===== src/rtl/apb_master.sv =====
// APB requester: accepts one read/write command at a time from a local client and
// runs it as a single APB transfer, returning read data or a timeout error.
module apb_master #(
    parameter int AWIDTH  = 8,
    parameter int DWIDTH  = 32,
    parameter int TIMEOUT = 16
) (
    input  logic              clk,
    input  logic              rst,
    // Command handshake: a command transfers on any rising edge where
    // cmd_valid && cmd_ready; the client must hold its fields stable until then.
    input  logic              cmd_valid,
    output logic              cmd_ready,
    input  logic              cmd_write,
    input  logic [AWIDTH-1:0] cmd_addr,
    input  logic [DWIDTH-1:0] cmd_wdata,
    output logic              rsp_valid,
    output logic [DWIDTH-1:0] rsp_rdata,
    output logic              rsp_err,
    output logic              p_sel,
    output logic              p_en,
    output logic              p_write,
    output logic [AWIDTH-1:0] addr,
    output logic [DWIDTH-1:0] wdata,
    input  logic [DWIDTH-1:0] rdata,
    input  logic              p_ready,
    output logic [1:0]        fsm_state
);

    typedef enum logic [1:0] {
        IDLE   = 2'd0,
        SETUP  = 2'd1,
        ACCESS = 2'd2
    } state_t;

    localparam bit         TO_EN   = (TIMEOUT != 0);
    localparam logic [7:0] TO_LAST = 8'(TO_EN ? TIMEOUT - 1 : 0);

    state_t     state;
    logic [7:0] wait_cnt;
    logic       timed_out;

    assign cmd_ready = (state == IDLE);
    assign fsm_state = state;

    // Completion takes priority: p_ready on the last allowed edge is a success.
    assign timed_out = TO_EN && (wait_cnt == TO_LAST);

    always_ff @(posedge clk or negedge rst) begin
        if (!rst) begin
            state     <= IDLE;
            wait_cnt  <= '0;
            p_sel     <= 1'b0;
            p_en      <= 1'b0;
            p_write   <= 1'b0;
            addr      <= '0;
            wdata     <= '0;
            rsp_valid <= 1'b0;
            rsp_err   <= 1'b0;
            rsp_rdata <= '0;
        end else begin
            rsp_valid <= 1'b0;
            rsp_err   <= 1'b0;
            rsp_rdata <= '0;
            case (state)
                IDLE: begin
                    p_sel <= 1'b0;
                    p_en  <= 1'b0;
                    if (cmd_valid) begin
                        p_write <= cmd_write;
                        addr    <= cmd_addr;
                        wdata   <= cmd_wdata;
                        p_sel   <= 1'b1;
                        state   <= SETUP;
                    end
                end
                SETUP: begin
                    p_en     <= 1'b1;
                    wait_cnt <= '0;
                    state    <= ACCESS;
                end
                ACCESS: begin
                    if (p_ready) begin
                        rsp_valid <= 1'b1;
                        rsp_rdata <= p_write ? '0 : rdata;
                        p_sel     <= 1'b0;
                        p_en      <= 1'b0;
                        state     <= IDLE;
                    end else if (timed_out) begin
                        rsp_valid <= 1'b1;
                        rsp_err   <= 1'b1;
                        p_sel     <= 1'b0;
                        p_en      <= 1'b0;
                        state     <= IDLE;
                    end else begin
                        wait_cnt <= wait_cnt + 8'd1;
                    end
                end
                default: begin
                    p_sel <= 1'b0;
                    p_en  <= 1'b0;
                    state <= IDLE;
                end
            endcase
        end
    end

endmodule


===== config.mk =====
export PLATFORM = sky130hd
export DESIGN_NAME = apb_master
export DESIGN_NICKNAME = d
export VERILOG_FILES = /design/src/rtl/apb_master.sv
export SDC_FILE = /design/constraint.sdc
export NUM_CORES = 1
export LEC_CHECK = 0
export ABC_AREA = 1
export BUFFER_PORTS_ARGS = -buffer_cell sky130_fd_sc_hd__buf_2
export CORE_MARGIN = 1
export CORE_UTILIZATION = 46
export CTS_CLUSTER_DIAMETER = 60
export CTS_CLUSTER_SIZE = 20
export DETAILED_ROUTE_END_ITERATION = 8
export PLACE_DENSITY = 0.77
export SYNTH_ARGS = -nofsm -noshare
export SYNTH_HDL_FRONTEND = slang
export SYNTH_SLANG_ARGS = --single-unit

===== constraint.sdc =====
create_clock -name clk -period 1.5 [get_ports clk]
set_input_delay 0.225 -clock clk [delete_from_list [all_inputs] [get_ports clk]]
set_output_delay 0.225 -clock clk [all_outputs]
set_load 0.05 [all_outputs]

==> summary.md, run 1 <==
| Metric | Value |
|---|---|
| Register area | `0.002180 sq mm` |
| Power Dens Cells | `between 2000 and 2500 mW/mm^2` |
| Routed vias/inst | `4.477` |
| Multi-input logic area | `915.9 sq um` |
| Cts bufs inserted | `9` |
| CTS tree | `built` |
| Initial Util | `48.31%` |
| Peak fanout along the critical path | `3` |
| Max Fclk | `723.7 MHz` |
| Net Count, Synth | `440` |
| Slew Limit Headroom | `roughly 72%` |
| CP max stage delay | `0.44 ns` |
| Clock Tree Buf Depth | `2` |
| Port bufs | `156` |
| Core area | `0.006869 sq mm` |
| Post-Place Cell Area | `between 0.004 and 0.005 sq mm` |
| DRT antenna net count | `0` |
| WP buf/inv | `1` |
| Synth Cell Area | `0.003318 sq mm` |
| Kind of critical path | `flip-flop to output pin` |
| P_leak | `2.809 nW` |
| Critical path startpoint category | `flip-flop` |
| Cell area after layout | `about 0.0045 sq mm` |
| Site row count | `30` |
| # resized after CTS | `0` |
| Chip width | `a little under 90 um` |
| Fin crit period | `1.382 ns` |
| Die area | `between 0.007 and 0.008 sq mm` |
| Clk root buf | `clkbuf_8` |
| Gr usage total | `20.86%` |
| Max-cap violations | `0` |
| Most frequent cells in the layout | `155 x buf_2, 152 x nand2_1, 85 x dfrtp_1` |
| Fillers | `roughly 570` |
| Avg WL per Cell | `approximately 12 um` |
| Layout-stage area growth over the synthesis result | `36.73%` |
| Worst path cell trace | `nor2_4 > buf_2` |
| Final setup TNS | `0 ns` |
| Slew Limit Fails | `0` |
| Crit path capture type | `output pin` |
| Worst Reg-to-Reg Cells | `6` |
| Initial antenna violation count | `0` |
| Top Family by Delay on Critical Path | `flip-flops` |
| I/O pin cnt | `157` |
| Share of layout cells above drive strength 1 | `between 30 and 40%` |
| Hold Startpoint | `cmd_wdata[3]` |
| Clock tree sinks | `87` |
| Grt ovf | `0` |
| Syn avg cell area | `9.166 sq um` |
| WL final | `7.622 mm` |
| Clk_skew | `~0.013 ns` |
| Routed vias | `2,816` |
| R2r setup slk | `roughly 0.17 ns` |
| Worst-Margin Slew | `0.4188 ns` |
| Synth Register Bits | `slightly below 90` |
| Layout Nets | `606` |
| Worst path required time | `around 1.3 ns` |
| Pin count of the biggest net entering global routing | `45` |
| Outcome | `completed` |
| Initial DRT Pass Iterations | `4` |
| Commonest non-fill, non-tap cell in the layout | `buf_2` |
| Post-Syn Instances | `362` |
| Final setup fails | `0` |
| Hold Path Stages | `3` |
| Synth cell types | `19` |
| Slowest cell on crit path | `dfrtp_2` |
| Hold Crit Endpoint | `wdata[3]` |
| Placer Congestion | `roughly 0.77` |
| # DRC | `0` |
| Die H | `roughly 87 um` |
| Crit path depth | `2` |
| First-pass GRT wire length | `11.91 mm` |
| Clock Latency Late Sink | `0.35 ns` |
| Iteration-0 DRC Markers | `102` |
| Hold Crit Class | `primary input to flip-flop` |
| Vias in the first global route | `2,720` |
| Peak VDD IR | `0.0009142 V` |
| Fin crit share | `92.12%` |
| R2R Path Start | `wait_cnt[0]` |
| Reg-to-Reg End | `wait_cnt[5]` |
| Seq/Total Area, Yosys | `approximately 66%` |
| Ys Warns | `0` |
| # H-tree levels | `3` |
| RSZ-0062 raised after global routing | `no` |
| Inserted Diodes | `0` |
| Post-DP HPWL | `5.390 mm` |
| Final hold vios | `0` |
| WP data arrival | `approximately 1.2 ns` |
| Clock transition at path regs | `0.09 ns` |
-- state kept, by name, summed over array words and instances (netlist names) --
register / flops
addr: 8
fsm_state: 2
p_en: 1
p_sel: 1
p_write: 1
rsp_err: 1
rsp_rdata: 32
rsp_valid: 1
wait_cnt: 8
wdata: 32
-- how the worst max path moves through the flow --
stage,start,endpoint,slack [ns]
3_5_place_dp,wait_cnt[0],p_sel,0.12
3_3_place_gp,wait_cnt[0],p_sel,0.18
4_1_cts,fsm_state[0],cmd_ready,0.1
6_report,fsm_state[0],cmd_ready,0.12
2_1_floorplan,fsm_state[0],addr[1],0.03
5_1_grt,fsm_state[0],wait_cnt[5],0.04
-- Yosys cell counts (all sizes together) --
| master | instances | area [sq um] |
|---|---|---|
| o21ai | 2 | 21.27 |
| inv | 42 | 157.6 |
| nand2 | 153 | 576.8 |
| xnor2 | 1 | 8.760 |
| o21bai | 1 | 7.510 |
| dfrtp | 87 | 2177 |
| buf | 12 | 72.57 |
| nor2 | 45 | 183.9 |
| or2 | 2 | 12.51 |
| ha | 1 | 12.51 |
| nand3b | 1 | 7.510 |
| nand3 | 15 | 80.08 |
-- per-stage QoR --
| step | utilization, % | cells | setup WS [ns] | power [W] | hold slack (ns) |
|---|---|---|---|---|---|
| final | 66.05 | 629 | 0.1182 | 0.01002 | 0.06080 |
| after global routing | 66.05 | 629 | 0.03809 | 0.01053 | 0.04504 |
| after CTS | 65.54 | 626 | 0.09926 | 0.01005 | 0.04464 |
| after detailed placement | 61.82 | 609 | 0.1241 | 0.008072 | 0.1385 |
| after global placement | 61.82 | 609 | 0.1807 | 0.007980 | 0.1396 |
| after floorplan | - | 362 | 0.03361 | 0.006872 | -0.07059 |
-- power by group --
group / total [W] / leakage, nW / internal (W) / switching (W)
sequential: 0.00338 / 1.14 / 0.00304 / 0.000342
clock: 0.00198 / 0.124 / 0.00116 / 0.000825
combinational: 0.00466 / 1.55 / 0.00103 / 0.00363
-- area by class of cell --
cell class,count,share of cell area (%)
well taps,96,2.648
repair buffers,167,20.24
flip-flops and latches,87,48.04
multi-input cells,221,20.19
clock inverters,5,2.289
inverters,42,3.475
clock buffers,11,3.116
-- repair_timing --
action                                 in CTS  in global routing
hold buffers                                1                  0
setup endpoints to repair                   0                  1
endpoints found under the hold margin      21                  0
setup buffers                               0                  3
-- layer usage --
metal	GRT usage (%)	wire length [um]	vias to the layer above
li1	-	-	1397
met1	24.31	3108	1290
met2	34.43	3661	111
met3	7.773	639	18
met4	9.394	213	0
met5	0	0	-
-- cells by family after synthesis --
kind of cell             Yosys count  synth area share (%)
AND/OR/NAND/NOR                  216                 25.94
AO/OA/AOI/OAI                      3                0.8673
buffers and inverters             54                 6.938
adder cells (fa/ha/maj)            1                0.3770
XOR/XNOR                           1                0.2640
flip-flops                        87                 65.61
-- worst register-to-register path, cell delays in order (launching register included) --
cell,delay (ns)
dfrtp_1,0.39
ha_1,0.21
nand3_2,0.14
o21ai_4,0.24
buf_12,0.14
nand3_1,0.06
nand2_1,0.09
(Power assumes the default switching activity.)
==> run 2: changes to the inputs <==
--- a/config.mk
+++ b/config.mk
@@ -5,10 +5,9 @@
 export SDC_FILE = /design/constraint.sdc
 export NUM_CORES = 1
 export LEC_CHECK = 0
-export ABC_AREA = 1
 export BUFFER_PORTS_ARGS = -buffer_cell sky130_fd_sc_hd__buf_2
-export CORE_MARGIN = 1
-export CORE_UTILIZATION = 46
+export CORE_MARGIN = 2
+export CORE_UTILIZATION = 45
 export CTS_CLUSTER_DIAMETER = 60
 export CTS_CLUSTER_SIZE = 20
 export DETAILED_ROUTE_END_ITERATION = 8
==> constraint.sdc (replaced) <==
create_clock -name clk -period 1.5 [get_ports clk]
set_input_delay 0.225 -clock clk [delete_from_list [all_inputs] [get_ports clk]]
set_output_delay 0.225 -clock clk [all_outputs]
set_load 0.02 [all_outputs]
==> run 2 against run 1 <==
Compared with the run above:
- the flow now finishes with violations (setup timing)
- sequential cell count did not move
- cell count shrank 20%
- first-iteration DRC count decreased by 23%
- power fell by 12%
- non-clock buffer count up 13
- die area up 2.7%
- clock power is 19% lower
- setup slack got worse by 0.38 ns
- register-to-register slack got worse by 0.43 ns
- synthesized cell count is 40% lower
- largest cell class unchanged
- largest power group unchanged
==> summary.md, run 2 <==
| Metric | Value |
|---|---|
| Hold Startpoint | `rdata[1]` |
| Synth Cell Area | `0.003183 sq mm (-4.1%)` |
| CTS tree | `built` |
| Synth Register Bits | `87 (unchanged)` |
| Final hold vios | `0 (unchanged)` |
| Inserted Diodes | `0 (unchanged)` |
| Most frequent cells in the layout | `155 x buf_2, 85 x dfrtp_1, 38 x mux2_4` |
| Clock Latency Late Sink | `0.34 ns (about the same)` |
| Worst Reg-to-Reg Cells | `6 (unchanged)` |
| Routed vias | `2,379 (-16%)` |
| Site row count | `30 (unchanged)` |
| Port bufs | `156 (unchanged)` |
| Clock Tree Buf Depth | `2 (unchanged)` |
| Slew Limit Fails | `0 (unchanged)` |
| Clock transition at path regs | `0.09 ns (about the same)` |
| Seq/Total Area, Yosys | `68.40% (+2.8 points)` |
| Synth top area cells | `dfrtp_1 68%, mux2_2 15%, and2_1 6.5%` |
| Avg WL per Cell | `14.85 um (+23%)` |
| Share of layout cells above drive strength 1 | `59.85% (+23 points)` |
| Grt ovf | `0 (unchanged)` |
| Cts bufs inserted | `9 (unchanged)` |
| Worst Setup Slack, final | `-0.2604 ns (-0.3786 ns)` |
| Fillers | `524 (-7.7%)` |
| P_leak | `2.510 nW (-11%)` |
| Slew Limit Headroom | `70.25% (-1.8 points)` |
| Syn avg cell area | `14.53 sq um (+59%)` |
| Worst path cell trace | `ha_2 > and3_4 > a211o_1 > buf_4 > or3_1 > a21boi_1` |
| Synth area leader | `dfrtp_1` |
| Utilization after layout | `68.48% (+2.4 points)` |
| Gr usage total | `19.09% (-1.8 points)` |
| Largest registers | `rsp_rdata x32, wdata x32` |
| Outcome | `complete, but fails checks` |
| Initial antenna violation count | `0 (unchanged)` |
| Final setup fails | `6 (+6)` |
| Top-count cell post-synth | `dfrtp_1` |
| Failing checks | `setup timing` |
| CP max stage delay | `0.40 ns (-0.04 ns)` |
| Die area | `0.007762 sq mm (+2.7%)` |
| Synth cell types | `31 (+12)` |
| DRT antenna net count | `0 (unchanged)` |
| Tot Pwr | `0.008816 W (-12%)` |
| Critical path startpoint category | `flip-flop` |
| Multi-input logic area | `0.001130 sq mm (+23%)` |
| Max Fclk | `568.0 MHz (-22%)` |
| Peak VDD IR | `0.001017 V (+11%)` |
| # DRC | `0 (unchanged)` |
| Reg-to-Reg End | `wait_cnt[3]` |
| Worst-Margin Slew | `0.4462 ns (+0.02740 ns)` |
| Placer Congestion | `0.7667 (-0.30%)` |
| First-pass GRT wire length | `11.14 mm (-6.4%)` |
| Slowest cell on crit path | `dfrtp_1` |
| Clk_skew | `0.01320 ns (+0.0003812 ns)` |
| Hold Path Stages | `2 (-1)` |
| Power Dens Cells | `1884 mW/mm^2 (-15%)` |
| Initial Util | `46.59% (-1.7 points)` |
| Top cells by count, synth | `87 x dfrtp_1, 41 x mux2_2, 33 x and2_1` |
| Post-synthesis async set-or-reset flop share | `100.0% (unchanged)` |
| Worst path required time | `1.76 ns (+0.49 ns)` |
| Iteration-0 DRC Markers | `79 (-23%)` |
| Initial DRT Pass Iterations | `5 (+1)` |
| Ys Warns | `0 (unchanged)` |
| Routed vias/inst | `4.739 (+5.9%)` |
| Clock tree sinks | `87 (unchanged)` |
| Max-cap violations | `0 (unchanged)` |
| WL final | `7.453 mm (-2.2%)` |
| Post-DP HPWL | `5.482 mm (+1.7%)` |
| Register area | `0.002180 sq mm (unchanged)` |
| Clk root buf | `clkbuf_8` |
| Kind of critical path | `flip-flop to flip-flop` |
| Crit path capture type | `flip-flop` |
| Number of synthesized flops with an enable pin | `0 (unchanged)` |
| Top_reg_cell synth | `dfrtp_1` |
| Yosys top cell area share | `68.40% (+2.8 points)` |
| # H-tree levels | `3 (unchanged)` |
| Chip width | `88.11 um (+1.4%)` |
| R2r setup slk | `-0.26 ns (-0.43 ns)` |
| Commonest non-fill, non-tap cell in the layout | `buf_2` |
| Core area | `0.006832 sq mm (-0.55%)` |
| Hold Crit Endpoint | `rsp_rdata[1]` |
| Post-Syn Instances | `219 (-40%)` |
| Die H | `88.11 um (+1.4%)` |
| Vias in the first global route | `2,466 (-9.3%)` |
| Pin count of the biggest net entering global routing | `43 (-4.4%)` |
| Layout Nets | `479 (-21%)` |
| Net Count, Synth | `297 (-33%)` |
| Hold Crit Class | `primary input to flip-flop` |
| Fin crit period | `1.760 ns (+0.3786 ns)` |
| Fin crit share | `117.4% (+25 points)` |
| Peak fanout along the critical path | `9 (+6)` |
| RSZ-0062 raised after global routing | `yes` |
| Final setup TNS | `-1.001 ns (-1.001 ns)` |
| R2R Path Start | `wait_cnt[1]` |
| WP data arrival | `2.02 ns (+0.86 ns)` |
| I/O pin cnt | `157 (unchanged)` |
| Layout-stage area growth over the synthesis result | `46.97%` |
[run 2: cell types whose count changed in the layout (fill, tap and decap cells not counted), moves of 5 or more]
cell     change
nor2_1      -40
buf_4       +11
nand3_1      -9
o21ai_0      +5
and2_1      +32
inv_1       -37
mux2_4      +38
nand2_1    -145
[run 2: worst max path at each step]
stage | end | cells past startpoint | slack, ns | start
floorplan | wait_cnt[5] | 5 | -0.21 | wait_cnt[0]
global placement | wait_cnt[5] | 5 | -0.23 | wait_cnt[1]
detailed placement | wait_cnt[5] | 5 | -0.26 | wait_cnt[1]
CTS | wait_cnt[5] | 5 | -0.26 | wait_cnt[1]
global route | wait_cnt[6] | 6 | -0.32 | wait_cnt[1]
finish | wait_cnt[3] | 6 | -0.26 | wait_cnt[1]
[run 2: through the flow]
step	setup slack [ns]	hold WS [ns]	cell area, sq um	std cells
finish	-0.2604	0.07881	4678	502
global route	-0.3217	0.05815	4678	502
CTS	-0.2554	0.06497	4643	501
detailed placement	-0.2554	0.2071	4429	484
global placement	-0.2258	0.1976	4429	484
floorplan	-0.2089	-0.07059	3396	219
[run 2: logic make-up after synthesis]
kind of cell | after synthesis | share of synthesized area [%]
fa+ha+maj | 1 | 0.3930
compound gates | 16 | 3.302
buf+inv | 12 | 1.611
mux | 43 | 15.13
simple gates | 60 | 11.16
flops | 87 | 68.40
[run 2: area by class of cell]
| cell class | instances | share of cell area [%] |
|---|---|---|
| timing repair buffer | 180 | 22.17 |
| clock inverter | 5 | 1.257 |
| tap | 96 | 2.568 |
| clock buffer | 11 | 3.022 |
| multi-input combinational | 120 | 24.15 |
| sequential | 87 | 46.59 |
| inverter | 3 | 0.2407 |
[run 2: report_power, final]
group	internal, W	total [W]	leakage, nW	switching, W
Clock	0.000816	0.00161	0.0955	0.000796
Sequential	0.00306	0.00347	1.11	0.000402
Combinational	0.00181	0.00374	1.31	0.00192
[run 2: metal layers]
layer  track usage [%]  wire length (um)  vias up
met5                 0                 0        -
met4             7.163                72        0
met3             8.294               797        6
met2             31.82              3518      127
met1             21.95              3064     1135
li1                  -                 -     1111
[run 2: worst max-delay path: cells and delay by family, from the launching register on]
family / cells / cell delay (ns)
compound gates: 2 / 0.42
simple gates: 2 / 0.49
flops: 1 / 0.40
fa+ha+maj: 1 / 0.19
buf+inv: 1 / 0.18
[run 2: repair_timing]
action,in CTS,in global routing
buffers inserted,0,0
hold endpoints to repair,32,0
cloned,0,1
hold buffers,1,0
resized for setup,1,2
setup endpoints to repair,7,16
pin swaps,1,0
==> run 3: changes to the inputs <==
--- a/config.mk
+++ b/config.mk
@@ -6,12 +6,14 @@
 export NUM_CORES = 1
 export LEC_CHECK = 0
 export BUFFER_PORTS_ARGS = -buffer_cell sky130_fd_sc_hd__buf_2
+export CELL_PAD_IN_SITES_DETAIL_PLACEMENT = 0
+export CELL_PAD_IN_SITES_GLOBAL_PLACEMENT = 2
 export CORE_MARGIN = 2
-export CORE_UTILIZATION = 45
+export CORE_UTILIZATION = 28
 export CTS_CLUSTER_DIAMETER = 60
 export CTS_CLUSTER_SIZE = 20
 export DETAILED_ROUTE_END_ITERATION = 8
-export PLACE_DENSITY = 0.77
+export PLACE_DENSITY = 0.76
 export SYNTH_ARGS = -nofsm -noshare
 export SYNTH_HDL_FRONTEND = slang
 export SYNTH_SLANG_ARGS = --single-unit
==> run 3 against run 2 <==
Compared with the run above:
- the run still ends with setup timing left
- first-iteration DRC count rose by 5.1%
- sequential power is 1% lower
- cell area up 7.5%
- register-to-register slack gained 0.04 ns
- setup slack improved by 0.040 ns
- fmax rose by 2.3%
- cell count grew 10%
- wire length is 5.5% higher
- via count down 0.88%
- critical path type unchanged
- critical endpoint is now wait_cnt[5]
- largest power group unchanged
- highest routed layer unchanged
==> summary.md, run 3 (synthesized netlist as in run 2, its figures left out) <==
| Metric | Value |
|---|---|
| Clock Latency Late Sink | `0.34 ns (about the same)` |
| Final setup fails | `24 (+18)` |
| Share of layout cells above drive strength 1 | `60.77% (+0.92 points)` |
| Avg WL per Cell | `14.22 um (-4.2%)` |
| Initial antenna violation count | `0 (unchanged)` |
| Clock Tree Buf Depth | `2 (unchanged)` |
| Worst Setup Slack, final | `-0.2208 ns (+0.03962 ns)` |
| Grt ovf | `0 (unchanged)` |
| DRT antenna net count | `0 (unchanged)` |
| WL final | `7.866 mm (+5.5%)` |
| CTS tree | `built` |
| Core area | `0.01098 sq mm (+61%)` |
| Layout-stage area growth over the synthesis result | `58.02%` |
| Int Pwr | `0.006773 W (+19%)` |
| Cts bufs inserted | `9 (unchanged)` |
| WP buf/inv | `0 (-1)` |
| Outcome | `complete, but fails checks` |
| Crit path capture type | `flip-flop` |
| Slew Limit Headroom | `73.89% (+3.6 points)` |
| Register area | `0.002180 sq mm (unchanged)` |
| Placement Setup Slack | `-0.2446 ns (+0.01079 ns)` |
| Max Fclk | `581.1 MHz (+2.3%)` |
| Fin crit share | `114.7% (-2.6 points)` |
| Slew Limit Fails | `0 (unchanged)` |
| Inserted Diodes | `0 (unchanged)` |
| Post-DP HPWL | `5.510 mm (+0.52%)` |
| Kind of critical path | `flip-flop to flip-flop` |
| Initial DRT Pass Iterations | `4 (-1)` |
| Switch Pwr | `0.003255 W (+4.3%)` |
| Layer with the highest usage | `met2` |
| Hold slack | `0.09039 ns (+0.01158 ns)` |
| Reg power frac | `34.2% (-5.1 points)` |
| # DRC | `0 (unchanged)` |
| Worst path required time | `1.77 ns (about the same)` |
| Routed vias | `2,358 (-0.88%)` |
| Slowest cell on crit path | `or4_1` |
| Die H | `110.6 um (+26%)` |
| Gr usage total | `13.25% (-5.8 points)` |
| Post-Layout Cell Count | `553 (+10%)` |
| Placed insts | `530 (+9.5%)` |
| Fillers | `985 (+88%)` |
| Fin crit period | `1.721 ns (-0.03962 ns)` |
| CP max stage delay | `0.47 ns (+0.07 ns)` |
| M1 GR Usage | `18.14% (-3.8 points)` |
| Largest registers | `rsp_rdata x32, wdata x32` |
| Switching Fraction | `32.46% (-2.9 points)` |
| Failing checks | `setup timing` |
| Port bufs | `156 (unchanged)` |
| Peak VDD IR | `0.001174 V (+15%)` |
| Die area | `0.01224 sq mm (+58%)` |
| First-pass GRT wire length | `12.79 mm (+15%)` |
| Initial Util | `28.98% (-18 points)` |
| Pin count of the biggest net entering global routing | `36 (-16%)` |
| Iteration-0 DRC Markers | `83 (+5.1%)` |
| Commonest non-fill, non-tap cell in the layout | `buf_2` |
| Worst path cell trace | `ha_2 > and3_4 > a211o_1 > or4_1 > a21boi_1` |
| # H-tree levels | `3 (unchanged)` |
| Clk root buf | `clkbuf_16` |
| P_leak | `2.659 nW (+5.9%)` |
| Most frequent cells in the layout | `154 x buf_2, 85 x dfrtp_1, 41 x mux2_4` |
| Tot Pwr | `0.01003 W (+14%)` |
| Clk_skew | `0.003702 ns (-0.009498 ns)` |
| Routed vias/inst | `4.264 (-10%)` |
| Utilization after layout | `45.80% (-23 points)` |
| Max-cap violations | `0 (unchanged)` |
| Power Dens Cells | `1994 mW/mm^2 (+5.8%)` |
| Peak fanout along the critical path | `4 (-5)` |
| Combinational Power Share | `40.3% (-2.1 points)` |
| Final hold vios | `0 (unchanged)` |
| I/O pin cnt | `157 (unchanged)` |
| Vias in the first global route | `2,406 (-2.4%)` |
| Site row count | `38 (+27%)` |
| Placer Congestion | `0.7688 (+0.27%)` |
| Top Family by Delay on Critical Path | `simple AND/OR/NAND/NOR gates` |
| Multi-input logic area | `0.001135 sq mm (+0.44%)` |
| Hold Crit Class | `primary input to flip-flop` |
| Clock tree sinks | `87 (unchanged)` |
| Critical path startpoint category | `flip-flop` |
| WP data arrival | `1.99 ns (-0.03 ns)` |
| Global routing usage on met3 | `6.696% (-1.6 points)` |
| Chip width | `110.6 um (+26%)` |
| Layout Nets | `486 (+1.5%)` |
| RSZ-0062 raised after global routing | `yes` |
| Clock power share | `25.5% (+7.2 points)` |
| Clock transition at path regs | `0.06 ns (-0.03 ns)` |
| Worst-Margin Slew | `0.3917 ns (-0.05452 ns)` |
| M2 GR Usage | `18.40% (-13 points)` |
-- run 3: cell count changes in the layout (fill, tap and decap cells not counted), sizes merged --
cell and change:
buf +5, clkbuf +1, clkinvlp -1, bufinv +2
-- run 3: stage by stage --
stage                     TNS [ns]  instance area [sq um]
final                       -1.319                   5030
after detailed placement    -1.043                   4512
after CTS                   -1.065                   4921
after floorplan             -3.726                   3396
after global routing        -3.916                   5030
after global placement     -0.8891                   4512
-- run 3: area by class of cell --
type	instances	share of cell area (%)
Sequential cell	87	43.33
Timing Repair Buffer	187	23.51
Multi-Input combinational cell	120	22.56
Clock buffer	10	4.751
Tap cell	140	3.483
Clock inverter	6	2.139
Inverter	3	0.2239
-- run 3: repair_timing --
action                     4_1_cts  5_1_grt
hold buffers                     1        0
pin swaps                        1        2
gates cloned                     1        3
gates resized for setup          8        7
buffers inserted                 1        1
hold endpoints to repair        25        0
setup endpoints to repair        9       46
-- run 3: metal layers --
metal / vias to the layer above / part of all wire, % / routed length [um]
met5: - / 0 / 0
met1: 1099 / 47 / 3711
met3: 5 / 9.6 / 756
met4: 0 / 1.1 / 85
li1: 1132 / - / -
met2: 122 / 42 / 3312
-- run 3: power by group through the flow --
stage | Clock [W] | Combinational, W | Sequential (W)
finish | 0.00255 | 0.00405 | 0.00343
global route | 0.00277 | 0.00430 | 0.00352
CTS | 0.00264 | 0.00388 | 0.00343
detailed placement | 0 | 0.00374 | 0.00347
global placement | 0 | 0.00373 | 0.00345
floorplan | 0 | 0.00152 | 0.00437
-- run 3: worst paths after layout --
path	startpoint	end	slack (ns)	cells past startpoint
hold / removal	rdata[14]	rsp_rdata[14]	0.09	2
setup reg to reg	wait_cnt[1]	wait_cnt[5]	-0.22	5
max in group asynchronous	rst	wdata[1]	0.62	3
hold reg to reg	wait_cnt[7]	wait_cnt[7]	0.50	1
setup / recovery	wait_cnt[1]	wait_cnt[5]	-0.22	5
min in group asynchronous	rst	addr[0]	0.36	2
